**config.mk**
```make
export PLATFORM = sky130hd
export DESIGN_NAME = store_buffer_flat
export DESIGN_NICKNAME = d
export VERILOG_FILES = /design/src/rtl/store_buffer_if.sv /design/src/rtl/store_buffer.sv /design/src/flat_wrapper.sv
export SDC_FILE = /design/constraint.sdc
export NUM_CORES = 1
export LEC_CHECK = 0
export CAP_MARGIN = 20
export CELL_PAD_IN_SITES_DETAIL_PLACEMENT = 0
export CELL_PAD_IN_SITES_GLOBAL_PLACEMENT = 1
export CORE_ASPECT_RATIO = 1.2
export CORE_UTILIZATION = 40
export CTS_CLUSTER_SIZE = 24
export DETAILED_ROUTE_END_ITERATION = 10
export PLACE_DENSITY = 0.79
export SLEW_MARGIN = 0
export SYNTH_ARGS = -nofsm -noshare
export SYNTH_HDL_FRONTEND = slang
export SYNTH_SLANG_ARGS = --single-unit
```
**constraint.sdc**
```tcl
create_clock -name clk -period 28.2 [get_ports clk]
set_input_delay 2.82 -clock clk [delete_from_list [all_inputs] [get_ports clk]]
set_output_delay 2.82 -clock clk [all_outputs]
set_load 0.01 [all_outputs]
```
**src/rtl/store_buffer_if.sv**
```systemverilog
// Bundles the three traffic groups of the store buffer: commit-side enqueue,
// dcache write port and the load-forwarding search port.
interface store_buffer_if;
  // Commit -> store buffer
  logic        enq_valid;
  logic [31:0] enq_addr;
  logic [3:0]  enq_wmask;
  logic [31:0] enq_wdata;
  logic        enq_ready;
  // Store buffer -> dcache
  logic        dmem_write;
  logic [31:0] dmem_addr;
  logic [3:0]  dmem_wmask;
  logic [31:0] dmem_wdata;
  logic        dmem_resp;
  // Load search
  logic [31:0] ld_addr;
  logic [3:0]  ld_rmask;
  logic        ld_fwd_hit;
  logic [31:0] ld_fwd_data;
  logic        ld_conflict;

  // Environment side: commit stage, dcache and load unit together.
  modport master (
    output enq_valid, enq_addr, enq_wmask, enq_wdata, dmem_resp, ld_addr, ld_rmask,
    input  enq_ready, dmem_write, dmem_addr, dmem_wmask, dmem_wdata,
    input  ld_fwd_hit, ld_fwd_data, ld_conflict
  );

  // Store buffer side.
  modport slave (
    input  enq_valid, enq_addr, enq_wmask, enq_wdata, dmem_resp, ld_addr, ld_rmask,
    output enq_ready, dmem_write, dmem_addr, dmem_wmask, dmem_wdata,
    output ld_fwd_hit, ld_fwd_data, ld_conflict
  );
endinterface

```
**src/rtl/store_buffer.sv**
```systemverilog
// Post-commit store buffer: circular FIFO of word-aligned stores with
// tail coalescing, in-order drain to the dcache and combinational load forwarding.
module store_buffer #(
  parameter int unsigned SB_DEPTH = 4
) (
  input  logic                      clk,
  input  logic                      rst,
  store_buffer_if.slave             bus,
  output logic                      empty,
  output logic                      full,
  output logic [$clog2(SB_DEPTH):0] count
);

  localparam int unsigned IW = $clog2(SB_DEPTH);

  typedef struct packed {
    logic [31:0] addr;
    logic [3:0]  mask;
    logic [31:0] data;
    logic        sent_to_cache;
  } sb_info_t;

  typedef enum logic {StIdle, StReq} state_e;

  sb_info_t          entry_q [SB_DEPTH];
  logic [SB_DEPTH-1:0] valid_q;
  logic [IW-1:0]     head_q, tail_q, youngest;
  logic [IW:0]       count_q;
  state_e            state_q, state_d;

  logic accept, coalesce, push, pop, enter_req;
  logic [31:0] enq_lanes;

  // Byte-lane mask expanded to a 32-bit bit mask.
  function automatic logic [31:0] lanes(input logic [3:0] m);
    return {{8{m[3]}}, {8{m[2]}}, {8{m[1]}}, {8{m[0]}}};
  endfunction

  assign full          = (count_q == (IW+1)'(SB_DEPTH));
  assign empty         = (count_q == '0);
  assign count         = count_q;
  assign bus.enq_ready = !full;

  assign youngest  = tail_q - IW'(1);
  assign enq_lanes = lanes(bus.enq_wmask);
  assign accept    = bus.enq_valid && !full;
  // Only an entry not yet handed to the dcache may absorb a newer store.
  assign coalesce  = accept && valid_q[youngest] && !entry_q[youngest].sent_to_cache &&
                     (entry_q[youngest].addr[31:2] == bus.enq_addr[31:2]);
  assign push      = accept && !coalesce;
  assign pop       = (state_q == StReq) && bus.dmem_resp;
  assign enter_req = (state_q == StIdle) && (state_d == StReq);

  // Entry array, pointers and occupancy.
  always_ff @(posedge clk or posedge rst) begin
    if (rst) begin
      for (int unsigned i = 0; i < SB_DEPTH; i++) entry_q[i] <= '0;
      valid_q <= '0;
      head_q  <= '0;
      tail_q  <= '0;
      count_q <= '0;
    end else begin
      if (coalesce) begin
        entry_q[youngest].mask <= entry_q[youngest].mask | bus.enq_wmask;
        entry_q[youngest].data <= (entry_q[youngest].data & ~enq_lanes) |
                                  (bus.enq_wdata & enq_lanes);
      end
      if (push) begin
        entry_q[tail_q] <= '{addr: {bus.enq_addr[31:2], 2'b00}, mask: bus.enq_wmask,
                             data: bus.enq_wdata, sent_to_cache: 1'b0};
        valid_q[tail_q] <= 1'b1;
        tail_q          <= tail_q + IW'(1);
      end
      // Head is never the free tail slot here: entering REQ needs count != 0, push needs !full.
      if (enter_req) entry_q[head_q].sent_to_cache <= 1'b1;
      if (pop) begin
        valid_q[head_q] <= 1'b0;
        head_q          <= head_q + IW'(1);
      end
      if (push && !pop)      count_q <= count_q + (IW+1)'(1);
      else if (pop && !push) count_q <= count_q - (IW+1)'(1);
    end
  end

  // Drain FSM state register.
  always_ff @(posedge clk or posedge rst) begin
    if (rst) state_q <= StIdle;
    else     state_q <= state_d;
  end

  // Drain FSM next state.
  always_comb begin
    state_d = state_q;
    unique case (state_q)
      StIdle:  if (count_q != '0) state_d = StReq;
      StReq:   if (bus.dmem_resp) state_d = StIdle;
      default: state_d = StIdle;
    endcase
  end

  // Drain FSM outputs: the head entry is presented only while in REQ.
  always_comb begin
    bus.dmem_write = 1'b0;
    bus.dmem_addr  = '0;
    bus.dmem_wmask = '0;
    bus.dmem_wdata = '0;
    if (state_q == StReq) begin
      bus.dmem_write = 1'b1;
      bus.dmem_addr  = entry_q[head_q].addr;
      bus.dmem_wmask = entry_q[head_q].mask;
      bus.dmem_wdata = entry_q[head_q].data;
    end
  end

  logic          found;
  logic [IW-1:0] sel, scan_idx;

  // Load search: walk back from the youngest slot; invalid slots are skipped,
  // so the first overlapping valid entry is the youngest candidate.
  always_comb begin
    found    = 1'b0;
    sel      = '0;
    scan_idx = '0;
    for (int unsigned i = 0; i < SB_DEPTH; i++) begin
      scan_idx = tail_q - IW'(i + 1);
      if (!found && valid_q[scan_idx] &&
          (entry_q[scan_idx].addr[31:2] == bus.ld_addr[31:2]) &&
          ((entry_q[scan_idx].mask & bus.ld_rmask) != 4'b0000)) begin
        found = 1'b1;
        sel   = scan_idx;
      end
    end
    bus.ld_fwd_hit  = found && ((entry_q[sel].mask & bus.ld_rmask) == bus.ld_rmask);
    bus.ld_conflict = found && !bus.ld_fwd_hit;
    bus.ld_fwd_data = found ? entry_q[sel].data : 32'h0;
  end

endmodule
```
**src/flat_wrapper.sv**
```systemverilog
// flat-port wrapper written by rule: the top's interface ports become plain ports
module store_buffer_flat 
#(
  parameter int unsigned SB_DEPTH = 4
)
  (clk, rst, empty, full, count, bus_enq_valid, bus_enq_addr, bus_enq_wmask, bus_enq_wdata, bus_dmem_resp, bus_ld_addr, bus_ld_rmask, bus_enq_ready, bus_dmem_write, bus_dmem_addr, bus_dmem_wmask, bus_dmem_wdata, bus_ld_fwd_hit, bus_ld_fwd_data, bus_ld_conflict);
  store_buffer_if bus_i ();
  input  logic clk;
  input  logic rst;
  output logic empty;
  output logic full;
  output logic [$clog2(SB_DEPTH):0] count;
  input wire logic [$bits(bus_i.enq_valid)-1:0] bus_enq_valid;
  input wire logic [$bits(bus_i.enq_addr)-1:0] bus_enq_addr;
  input wire logic [$bits(bus_i.enq_wmask)-1:0] bus_enq_wmask;
  input wire logic [$bits(bus_i.enq_wdata)-1:0] bus_enq_wdata;
  input wire logic [$bits(bus_i.dmem_resp)-1:0] bus_dmem_resp;
  input wire logic [$bits(bus_i.ld_addr)-1:0] bus_ld_addr;
  input wire logic [$bits(bus_i.ld_rmask)-1:0] bus_ld_rmask;
  output wire logic [$bits(bus_i.enq_ready)-1:0] bus_enq_ready;
  output wire logic [$bits(bus_i.dmem_write)-1:0] bus_dmem_write;
  output wire logic [$bits(bus_i.dmem_addr)-1:0] bus_dmem_addr;
  output wire logic [$bits(bus_i.dmem_wmask)-1:0] bus_dmem_wmask;
  output wire logic [$bits(bus_i.dmem_wdata)-1:0] bus_dmem_wdata;
  output wire logic [$bits(bus_i.ld_fwd_hit)-1:0] bus_ld_fwd_hit;
  output wire logic [$bits(bus_i.ld_fwd_data)-1:0] bus_ld_fwd_data;
  output wire logic [$bits(bus_i.ld_conflict)-1:0] bus_ld_conflict;
  assign bus_i.enq_valid = bus_enq_valid;
  assign bus_i.enq_addr = bus_enq_addr;
  assign bus_i.enq_wmask = bus_enq_wmask;
  assign bus_i.enq_wdata = bus_enq_wdata;
  assign bus_i.dmem_resp = bus_dmem_resp;
  assign bus_i.ld_addr = bus_ld_addr;
  assign bus_i.ld_rmask = bus_ld_rmask;
  assign bus_enq_ready = bus_i.enq_ready;
  assign bus_dmem_write = bus_i.dmem_write;
  assign bus_dmem_addr = bus_i.dmem_addr;
  assign bus_dmem_wmask = bus_i.dmem_wmask;
  assign bus_dmem_wdata = bus_i.dmem_wdata;
  assign bus_ld_fwd_hit = bus_i.ld_fwd_hit;
  assign bus_ld_fwd_data = bus_i.ld_fwd_data;
  assign bus_ld_conflict = bus_i.ld_conflict;
  store_buffer #(.SB_DEPTH(SB_DEPTH)) u_core (.clk(clk), .rst(rst), .bus(bus_i), .empty(empty), .full(full), .count(count));
endmodule
```
Word-level counts from Yosys, hierarchy flattened
Index checks and enable logic that the tools add are counted.
{ "word_totals": {"elab_cells": 179, "out_inout_bits": 109, "input_bits": 108, "reg_bits": 288} }
{ "op_classes": {"n_lt_le_gt_ge": 16, "bitwise": 20, "addsub": 7, "n_mux": 65, "reduce_logical": 43, "n_eq_ne": 7} }
{ "op_table": {"columns": ["operator", "n"], "rows": [
  ["bitwise mux 276 bit", 4],
  ["binary-select mux 69 bit (select 2 bit)", 6],
  ["2-to-1 mux 276 bit", 3],
  ["2-to-1 mux 69 bit", 11],
  ["demux 69 bit (select 2 bit)", 4],
  ["== test 30 bit", 5],
  ["2-to-1 mux 37 bit", 3],
  ["2-to-1 mux 32 bit", 3],
  ["AND 32 bit", 2],
  ["2-to-1 mux 33 bit", 1],
  ["NOT 32 bit", 1],
  ["OR 32 bit", 1],
  ["logical AND 1 bit", 27],
  ["AND 4 bit", 6],
  [">= comparator 3 bit (second input constant)", 6],
  ["NOT 2 -> 3 bit", 6],
  ["nonzero test 4 bit", 4],
  ["less-than comparator 2 x 3 -> 1 bit (second input constant)", 5],
  ["2-to-1 mux 1 bit", 14],
  ["2-to-1 mux 4 bit", 3],
  ["logical NOT 1 bit", 9],
  ["less-than comparator 3 x 1 -> 1 bit (second input constant)", 3],
  ["binary-select mux 1 bit (select 2 bit)", 4],
  ["2-to-1 mux 2 bit", 4],
  ["17 further kinds", 23]
]} }

Depth between registers and ports, before layout
Gate-level depths: netlist (run 1).
{ "depth": {"depth_word": 33, "ltp_mapped": 23, "mapped_depth_nobuf": 16} }

Least setup slack after synthesis (run 1)
OpenSTA, ideal clock, no wires.
{ "synth_timing": {"path_kind": "in2out", "startpoint": "input bus_ld_addr[20]", "endpoint": "output bus_ld_fwd_hit", "setup_slack_ns": 19.571, "required_ns": 25.380, "path_buffers": 1, "t_arrival_ns": 5.809, "stages": 11, "cell_sequence": "clkbuf_1 a2bb2oi_1 a21oi_1 or4_1 or3_4 or2_4 o311a_1 o211a_1 a2111oi_2 a21oi_1 nor4_1"} }
{ "synth_via": {"elab_chain_len": 26, "elab_cells_between_ends": 33, "classes_between": "eq/ne (5); mux (11); bitwise (2); reduce/logical (15)"} }
{ "synth_lines": {"columns": ["element", "line_no", "source"], "rows": [
  ["start, declared", "flat_wrapper.sv:18", "input wire logic [$bits(bus_i.ld_addr)-1:0] bus_ld_addr;"],
  ["== test 30 bit", "store_buffer.sv:127", "(entry_q[scan_idx].addr[31:2] == bus.ld_addr[31:2]) &&"],
  ["logical AND 1 bit", "store_buffer.sv:126", "if (!found && valid_q[scan_idx] &&"],
  ["logical AND 1 bit", "store_buffer.sv:127", null],
  ["2-to-1 mux 1 bit", "store_buffer.sv:126", null],
  ["logical NOT 1 bit", "store_buffer.sv:126", null],
  ["logical AND 1 bit (2 in a row)", "store_buffer.sv:126", null],
  ["logical AND 1 bit", "store_buffer.sv:127", null],
  ["2-to-1 mux 1 bit", "store_buffer.sv:126", null],
  ["[8 not listed]", null, null],
  ["logical AND 1 bit", "store_buffer.sv:127", null],
  ["2-to-1 mux 2 bit", "store_buffer.sv:126", null],
  ["NOT 2 -> 3 bit (implied by the code)", "store_buffer.sv:133", "bus.ld_fwd_hit = found && ((entry_q[sel].mask & bus.ld_rmask) == bus.ld_rmask);"],
  ["binary-select mux 69 bit (select 2 bit)", "store_buffer.sv:133", null],
  ["2-to-1 mux 37 bit (implied by the code) (2 in a row)", "store_buffer.sv:133", null],
  ["AND 4 bit", "store_buffer.sv:133", null],
  ["== test 4 bit", "store_buffer.sv:133", null],
  ["logical AND 1 bit (*)", "store_buffer.sv:133", null],
  ["end, declared", "flat_wrapper.sv:25", "output wire logic [$bits(bus_i.ld_fwd_hit)-1:0] bus_ld_fwd_hit;"]
]} }
Every way passes the cells marked *; elsewhere a longest branch is shown, timed or not. The select of a mux whose other input is x is not followed.

Worst setup path after layout (run 1)
{ "layout_timing": {"startpoint": "register u_core.tail_q[0]", "endpoint": "output bus_ld_fwd_hit"} }
{ "layout_via": {"elab_chain_len": 31, "elab_cells_between_ends": 68, "classes_between": "add/sub (3); eq/ne (5); mux (31); bitwise (10); reduce/logical (19)"} }
{ "layout_lines": {"columns": ["element", "line_no", "source"], "rows": [
  ["start, declared", "store_buffer.sv:27", "logic [IW-1:0] head_q, tail_q, youngest;"],
  ["start signal, assigned", "store_buffer.sv:72", "tail_q <= tail_q + IW'(1);"],
  ["subtractor 2 x 1 -> 2 bit", "store_buffer.sv:125", "scan_idx = tail_q - IW'(i + 1);"],
  ["NOT 2 -> 3 bit (implied by the code)", "store_buffer.sv:127, store_buffer.sv:128", null],
  ["binary-select mux 69 bit (select 2 bit)", "store_buffer.sv:127, store_buffer.sv:128", null],
  ["2-to-1 mux 69 bit", null, null],
  ["2-to-1 mux 69 bit (implied by the code)", "store_buffer.sv:127", null],
  ["== test 30 bit or AND 4 bit (tied branches)", "store_buffer.sv:127, store_buffer.sv:128", null],
  ["logical AND 1 bit or nonzero test 4 bit (tied branches)", "store_buffer.sv:126, store_buffer.sv:128", null],
  ["logical AND 1 bit", "store_buffer.sv:127", null],
  ["[14 not listed]", null, null],
  ["logical AND 1 bit", "store_buffer.sv:127", null],
  ["2-to-1 mux 2 bit", "store_buffer.sv:126", null],
  ["NOT 2 -> 3 bit (implied by the code)", "store_buffer.sv:133", null],
  ["binary-select mux 69 bit (select 2 bit)", "store_buffer.sv:133", null],
  ["2-to-1 mux 37 bit (implied by the code) (2 in a row)", "store_buffer.sv:133", null],
  ["AND 4 bit", "store_buffer.sv:133", null],
  ["== test 4 bit", "store_buffer.sv:133", null],
  ["logical AND 1 bit (*)", "store_buffer.sv:133", null]
]} }
Marks and branches as above.

==> metrics.yaml, run 1 <==
run_status:
  status: "finished, final reports clean"
timing:
  hold_viol: 0
  slew_violations: 0
  worst_pin_slew_ns: 1.09
  fin_setup_tns_ns: 0
  fin_crit_sh_pct: 42.0
  clock.fmax_mhz: 84.4
  final.setup_skew_ns: 0.0245
  relSlewSlack_pct: 25.8
  hold_ws_ns: 0.508
  rsz0062_at_grt: "false"
  fin_crit_ns: 11.85
  setup-violations-final: 0
synth:
  synth-edff-count: 0
  synth_top_family_by_area: "multiplexers"
  synth_top_flop_cell: "dfrtp_1"
  async_flop_share_pct: 100
  avgSynthCellArea_um2: 11.0
  synthesis.nets: 2248
  yosysSeqAreaShare_pct: 30.9
  synth.largest_area_cell: "dfrtp_1"
  yosysWarnings: 0
  synthDistinctLibCells: 79
  yosys.area_share.simple_pct: 10.9
  syn_inst: 2126
  syn_area_um2: 23300
  muxShareOfSynthArea_pct: 38.7
  synth_top_area_share_pct: 30.9
  synthXorXnorAreaFrac_pct: 5.03
  synth.ff_latch_count: 288
  synth_fa_ha_area_share_pct: 0.783
  ys_top_cells_by_area: "dfrtp_1, mux4_2, mux2_2"
  synth_compound_area_share_pct: 9.18
clock_network:
  cts_resized: 0
  cts_tree: "yes"
  clkTransAtPathRegs_ns: 0.06
  numCtsBuffers: 36
  post_cts_buffers: 0
  clock_latency_ns: 0.57
  cts.root.buffer_cell: "clkbuf_16"
  cts_buffer_depth: 3
  cts.htree.levels: 2
  cts.sinks: 288
  hold_buffers: 0
pwr:
  leakagePower_nw: 10.6
  p_per_area_nw_per_um2: 137
  peakVddDrop_v: 0.0000808
setup_path:
  reg2reg_from: "u_core.tail_q[0]$_DFFE_PP0P_"
  critPathLaunch: "u_core.tail_q[0]$_DFFE_PP0P_"
  cp-endpoint: "bus_ld_fwd_hit"
  r2r_end: "u_core.entry_q[242]$_DFF_PP0_"
  worstPathArrival_ns: 9.03
  cp-start-kind: "flip-flop"
  critical_path_peak_fanout: 58
  r2r_slack_ns: 20.97
  ff2ff_path_depth: 15
  path_class: "reg2out"
  crit_required_ns: 25.38
  crit_path_end_kind: "primary output"
routing:
  drcViolationCount: 0
  routedWlPerCell_um: 27.1
  wl_um: 80800
  via_per_inst: 6.33
  final_antenna_net_count: 0
  drt_first_pass_iters: 6
  vias: 18851
  drt-initial-drc-count: 1775
placement:
  port_buffers: 212
  dp.cells: 2913
  dp_hpwl_um: 54400
  placed_area_um2: 25700
  gp_congestion: 1.02
floorplan:
  fp-row-count: 96
  start_util_pct: 40.6
  die_y_um: 267
  die_area_um2: 59300
  io_pins: 217
  core_area_um2: 57400
  fp.dieW_um: 223
global_route:
  grt_pass1_wl_um: 122000
  grt_pass1_vias: 19025
  grt_overflow: 0
  antenna_found_initial: 1
  grt_usage_pct: 27.1
  grt_max_degree: 97
final_layout:
  nets: 2338
  antenna_cells: 0
  layoutNonFillerInstCount: 2978
  drive_gt1_share_pct: 23.2
  finalInstanceArea_um2: 26900
  area_growth_pct: 15.2
hold_path:
  worstHoldPathType: "reg2reg"
run:
  cap_violations: 0
-- critical path: stages, from the launching register on --
cell	delay, ns
dfrtp_4	0.83
inv_2	0.47
ha_4	0.85
buf_4	0.67
mux4_2	0.44
xnor2_1	0.41
nand4_1	0.16
nor4bb_1	0.65
and4b_1	0.53
nor4_1	0.08
a311oi_1	0.78
nand2_4	0.69
a2111oi_2	0.54
a21oi_1	0.16
nor4_1	0.39
clkdlybuf4s50_1	0.68
-- Yosys cell counts, types with 5 or more instances --
library cell  instances
xnor2_1              98
o22ai_1               6
buf_6                14
nand2b_1              8
a21oi_1              36
ha_1                 13
o211ai_1              7
a31oi_1               5
nand2_1             244
nor3_1               11
mux2_2              203
a2bb2oi_1             6
and4_1                6
nor4_1                7
and2_1               82
o22a_1               19
buf_4                15
and3_1                5
buf_2                21
inv_1                40
o21ai_0             145
dfrtp_1             288
o2111ai_1             8
a311oi_1             34
clkbuf_1            108
nand4b_1              5
mux2i_1             196
mux4_2              207
xor2_1               36
nand3_1              19
nand4_1              37
buf_1                25
nor2_1               66
nor2b_1              14
a211oi_1              7
-- per-layer routing --
metal | track usage [%] | vias up | part of all wire, %
met5 | 0 | - | 0
met4 | 11.7 | 0 | 4.4
met3 | 4.74 | 180 | 6.7
met2 | 46.2 | 806 | 50
met1 | 33.7 | 9690 | 39
li1 | - | 8175 | -
-- cells in the final DEF, fill, tap and decap left out, types with 64 or more instances in the layout --
master and count:
clkdlybuf4s50_1 212, mux2i_1 196, mux2_2 203, o21ai_0 145
nand2_1 243, nor2_1 64, and2_1 77, xnor2_1 98
dfrtp_1 283, mux4_2 207
-- layout make-up --
type	instances	area, um2
Clock buffer	50	1020
Sequential cell	288	7220
Tap cell	735	920
Multi-Input combinational cell	1611	15100
Timing Repair Buffer	237	2310
Inverter	42	165
Clock inverter	15	118
Fill cell	5268	30500
-- per-stage QoR --
| stage | utilization [%] | power, W | setup WS (ns) |
|---|---|---|---|
| 2_1_floorplan | - | 0.00247 | 17.43 |
| 3_3_place_gp | 44.8 | 0.00316 | 16.80 |
| 3_5_place_dp | 44.8 | 0.00322 | 16.87 |
| 4_1_cts | 46.8 | 0.00369 | 16.39 |
| 5_1_grt | 46.8 | 0.00389 | 15.99 |
| 6_report | 46.8 | 0.00369 | 16.35 |
-- how the worst min path moves through the flow --
stage	from	end	slack (ns)	cells past startpoint
after floorplan	flip-flop	flip-flop	0.46	1
after global placement	flip-flop	flip-flop	0.48	1
after detailed placement	flip-flop	flip-flop	0.49	1
after CTS	flip-flop	flip-flop	0.51	1
after global routing	flip-flop	flip-flop	0.54	1
final	flip-flop	flip-flop	0.51	1
-- logic make-up after synthesis --
kind of cell / after synthesis
XOR/XNOR: 134
multiplexers: 611
adder cells (fa/ha/maj): 14
AND/OR/NAND/NOR: 527
flip-flops: 288
buffers and inverters: 227
AO/OA/AOI/OAI: 325
-- power by group --
part	total [W]	internal (W)	switching, W
registers	0.000930	0.000611	0.000319
clock network	0.000453	0.000257	0.000196
logic	0.00231	0.00116	0.00114
No activity file was read; power rests on OpenSTA's default activity.
==> run 2: changes to the inputs <==
==> constraint.sdc (replaced) <==
create_clock -name clk -period 11 [get_ports clk]
set_input_delay 1.1 -clock clk [delete_from_list [all_inputs] [get_ports clk]]
set_output_delay 1.1 -clock clk [all_outputs]
set_load 0.01 [all_outputs]
==> run 2 against run 1 <==
Against the previous run:
- clock skew grew 0.0097 ns
- highest routed layer unchanged
- die area is the same
- sequential power grew to 2.6 times the previous value
- cell count grew 0.27%
- core utilization grew 0.20 points
==> metrics.yaml, run 2 (synthesis gave the netlist of run 1 again) <==
run_status:
  status: "finished, final reports clean"
floorplan:
  die_area_um2: 59300  # unchanged
  die_y_um: 267  # unchanged
  start_util_pct: 40.6  # unchanged
  fp.dieW_um: 223  # unchanged
  io_pins: 217  # unchanged
  core_area_um2: 57400  # unchanged
  fp-row-count: 96  # unchanged
final_layout:
  drive_gt1_share_pct: 23.2  # -0.052 points
  nets: 2345  # +0.30%
  multi_input_area_um2: 15100  # unchanged
  mostFrequentLayoutCells: "dfrtp_1, nand2_1, clkdlybuf4s50_1"
  area_growth_pct: 15.7
  layout_commonest_cell: "dfrtp_1"
  nFillCells: 5288  # +0.38%
  final-seq-area_um2: 7220  # unchanged
setup_path:
  r2r_end: "u_core.entry_q[171]$_DFF_PP0_"
  cp-start-kind: "flip-flop"
  r2r_slack_ns: 4.18  # -16.79 ns
  cp-endpoint: "bus_ld_fwd_data[7]"
  critical_path_peak_fanout: 55  # -5.2%
  crit_path_end_kind: "primary output"
  reg2reg_from: "u_core.tail_q[0]$_DFFE_PP0P_"
  path_class: "reg2out"
  ff2ff_path_depth: 16  # +1
  critPathLaunch: "u_core.tail_q[0]$_DFFE_PP0P_"
  worstPathArrival_ns: 7.99  # -1.04 ns
  crit_required_ns: 9.90  # -15.48 ns
clock_network:
  cts.sinks: 288  # unchanged
  post_cts_buffers: 0  # unchanged
  cts_resized: 0  # unchanged
  clock_latency_ns: 0.58  # about the same
  cts_tree: "yes"
  cts_buffer_depth: 3  # unchanged
  clkTransAtPathRegs_ns: 0.06  # about the same
  hold_buffers: 0  # unchanged
  numCtsBuffers: 37  # +2.8%
  cts.root.buffer_cell: "clkbuf_16"
  cts.htree.levels: 2  # unchanged
hold_path:
  worstHoldPathType: "reg2reg"
placement:
  dp_hpwl_um: 54300  # -0.32%
  port_buffers: 212  # unchanged
  gp_congestion: 1.04  # +1.5%
  pre_cts_ws_ns: 2.57  # -14.30 ns
timing:
  worst_pin_slew_ns: 1.13  # +0.0443 ns
  setup-violations-final: 0  # unchanged
  rsz0062_at_grt: "false"
  relSlewSlack_pct: 24.5  # -1.3 points
  slew_violations: 0  # unchanged
  clock.fmax_mhz: 110
  fin_setup_tns_ns: 0  # unchanged
  fin_crit_sh_pct: 82.6
  setup_ws_ns: 1.91  # -14.44 ns
  fin_crit_ns: 9.09
  final.setup_skew_ns: 0.0342  # +0.00965 ns
  hold_viol: 0  # unchanged
routing:
  final_antenna_net_count: 0  # unchanged
  drt-initial-drc-count: 1760  # -0.85%
  via_per_inst: 6.38  # +0.78%
  routedWlPerCell_um: 26.9  # -0.74%
  drcViolationCount: 0  # unchanged
  drt_first_pass_iters: 6  # unchanged
  vias: 19050  # +1.1%
  wl_um: 80500  # -0.47%
global_route:
  met2_usage_pct: 45.7  # -0.43 points
  grt_overflow: 0  # unchanged
  top_usage_layer: "met2"
  grt_pass1_vias: 19113  # +0.46%
  grtUsageMet3_pct: 4.60  # -0.14 points
  grt_max_degree: 151  # +56%
  grt_usage_pct: 27.0  # -0.076 points
  grt_pass1_wl_um: 122000  # about the same
  grt_use_met1_pct: 34.1  # +0.45 points
  antenna_found_initial: 3  # +2
pwr:
  p_per_area_nw_per_um2: 353  # +160%
  peakVddDrop_v: 0.000170  # +110%
  p_sw_w: 0.00426  # +160%
  pwr-share-clk_pct: 12.6  # +0.3 points
  p_seq_share_pct: 25.1  # about the same
  switching_share_pct: 44.7  # -0.22 points
  p_int_w: 0.00526  # +160%
  leakagePower_nw: 10.7  # +0.44%
  p_comb_share_pct: 62.2  # -0.3 points
run:
  cap_violations: 0  # unchanged
[run 2: worst min-delay path by stage]
stage / startpoint / endpoint / slack [ns] / cells past startpoint
3_5_place_dp: flip-flop / flip-flop / 0.48 / 1
2_1_floorplan: flip-flop / flip-flop / 0.46 / 1
4_1_cts: flip-flop / flip-flop / 0.50 / 1
3_3_place_gp: flip-flop / flip-flop / 0.48 / 1
5_1_grt: flip-flop / flip-flop / 0.51 / 1
6_report: flip-flop / flip-flop / 0.49 / 1
[run 2: per-layer routing]
metal / up-vias / part of all wire [%]
li1: 8198 / -
met1: 9796 / 39
met2: 890 / 50
met3: 166 / 6.9
met4: 0 / 4.4
met5: - / 0
[run 2: cell type report]
class | instances | area share, %
antenna | 3 | 0.0278
clock buffer | 56 | 4.00
clock inverter | 8 | 0.348
inverter | 42 | 0.612
multi-input combinational | 1611 | 56.0
sequential | 288 | 26.8
tap | 735 | 3.41
timing repair buffer | 243 | 8.84
[run 2: stage by stage]
step / cell area (um2) / cells / hold WS (ns) / util [%] / total power (W)
6_report: 27000 / 2986 / 0.493 / 47.0 / 0.00953
5_1_grt: 27000 / 2983 / 0.507 / 47.0 / 0.0100
2_1_floorplan: 23300 / 2126 / 0.459 / - / 0.00634
3_5_place_dp: 25800 / 2918 / 0.482 / 44.9 / 0.00827
3_3_place_gp: 25800 / 2918 / 0.478 / 44.9 / 0.00813
4_1_cts: 27000 / 2982 / 0.500 / 47.0 / 0.00952
[run 2: power groups by stage]
stage | sequential, W | combinational [W] | clock, W
floorplan | 0.00199 | 0.00435 | 0
global placement | 0.00231 | 0.00582 | 0
detailed placement | 0.00238 | 0.00589 | 0
CTS | 0.00237 | 0.00593 | 0.00122
global route | 0.00248 | 0.00629 | 0.00127
finish | 0.00240 | 0.00593 | 0.00120
[run 2: worst max-delay path, cell delays in order (launching register included)]
cell and delay (ns):
dfrtp_4 0.83, inv_2 0.04, buf_4 0.27, ha_4 0.90, mux4_2 0.64, xnor2_1 0.37
nand4_1 0.20, a2111oi_1 0.51, and4b_1 0.47, nor4_1 0.11, a311oi_1 0.71, and2_2 0.71
buf_4 0.44, nand2_1 0.10, a311oi_1 0.42, clkdlybuf4s50_1 0.62
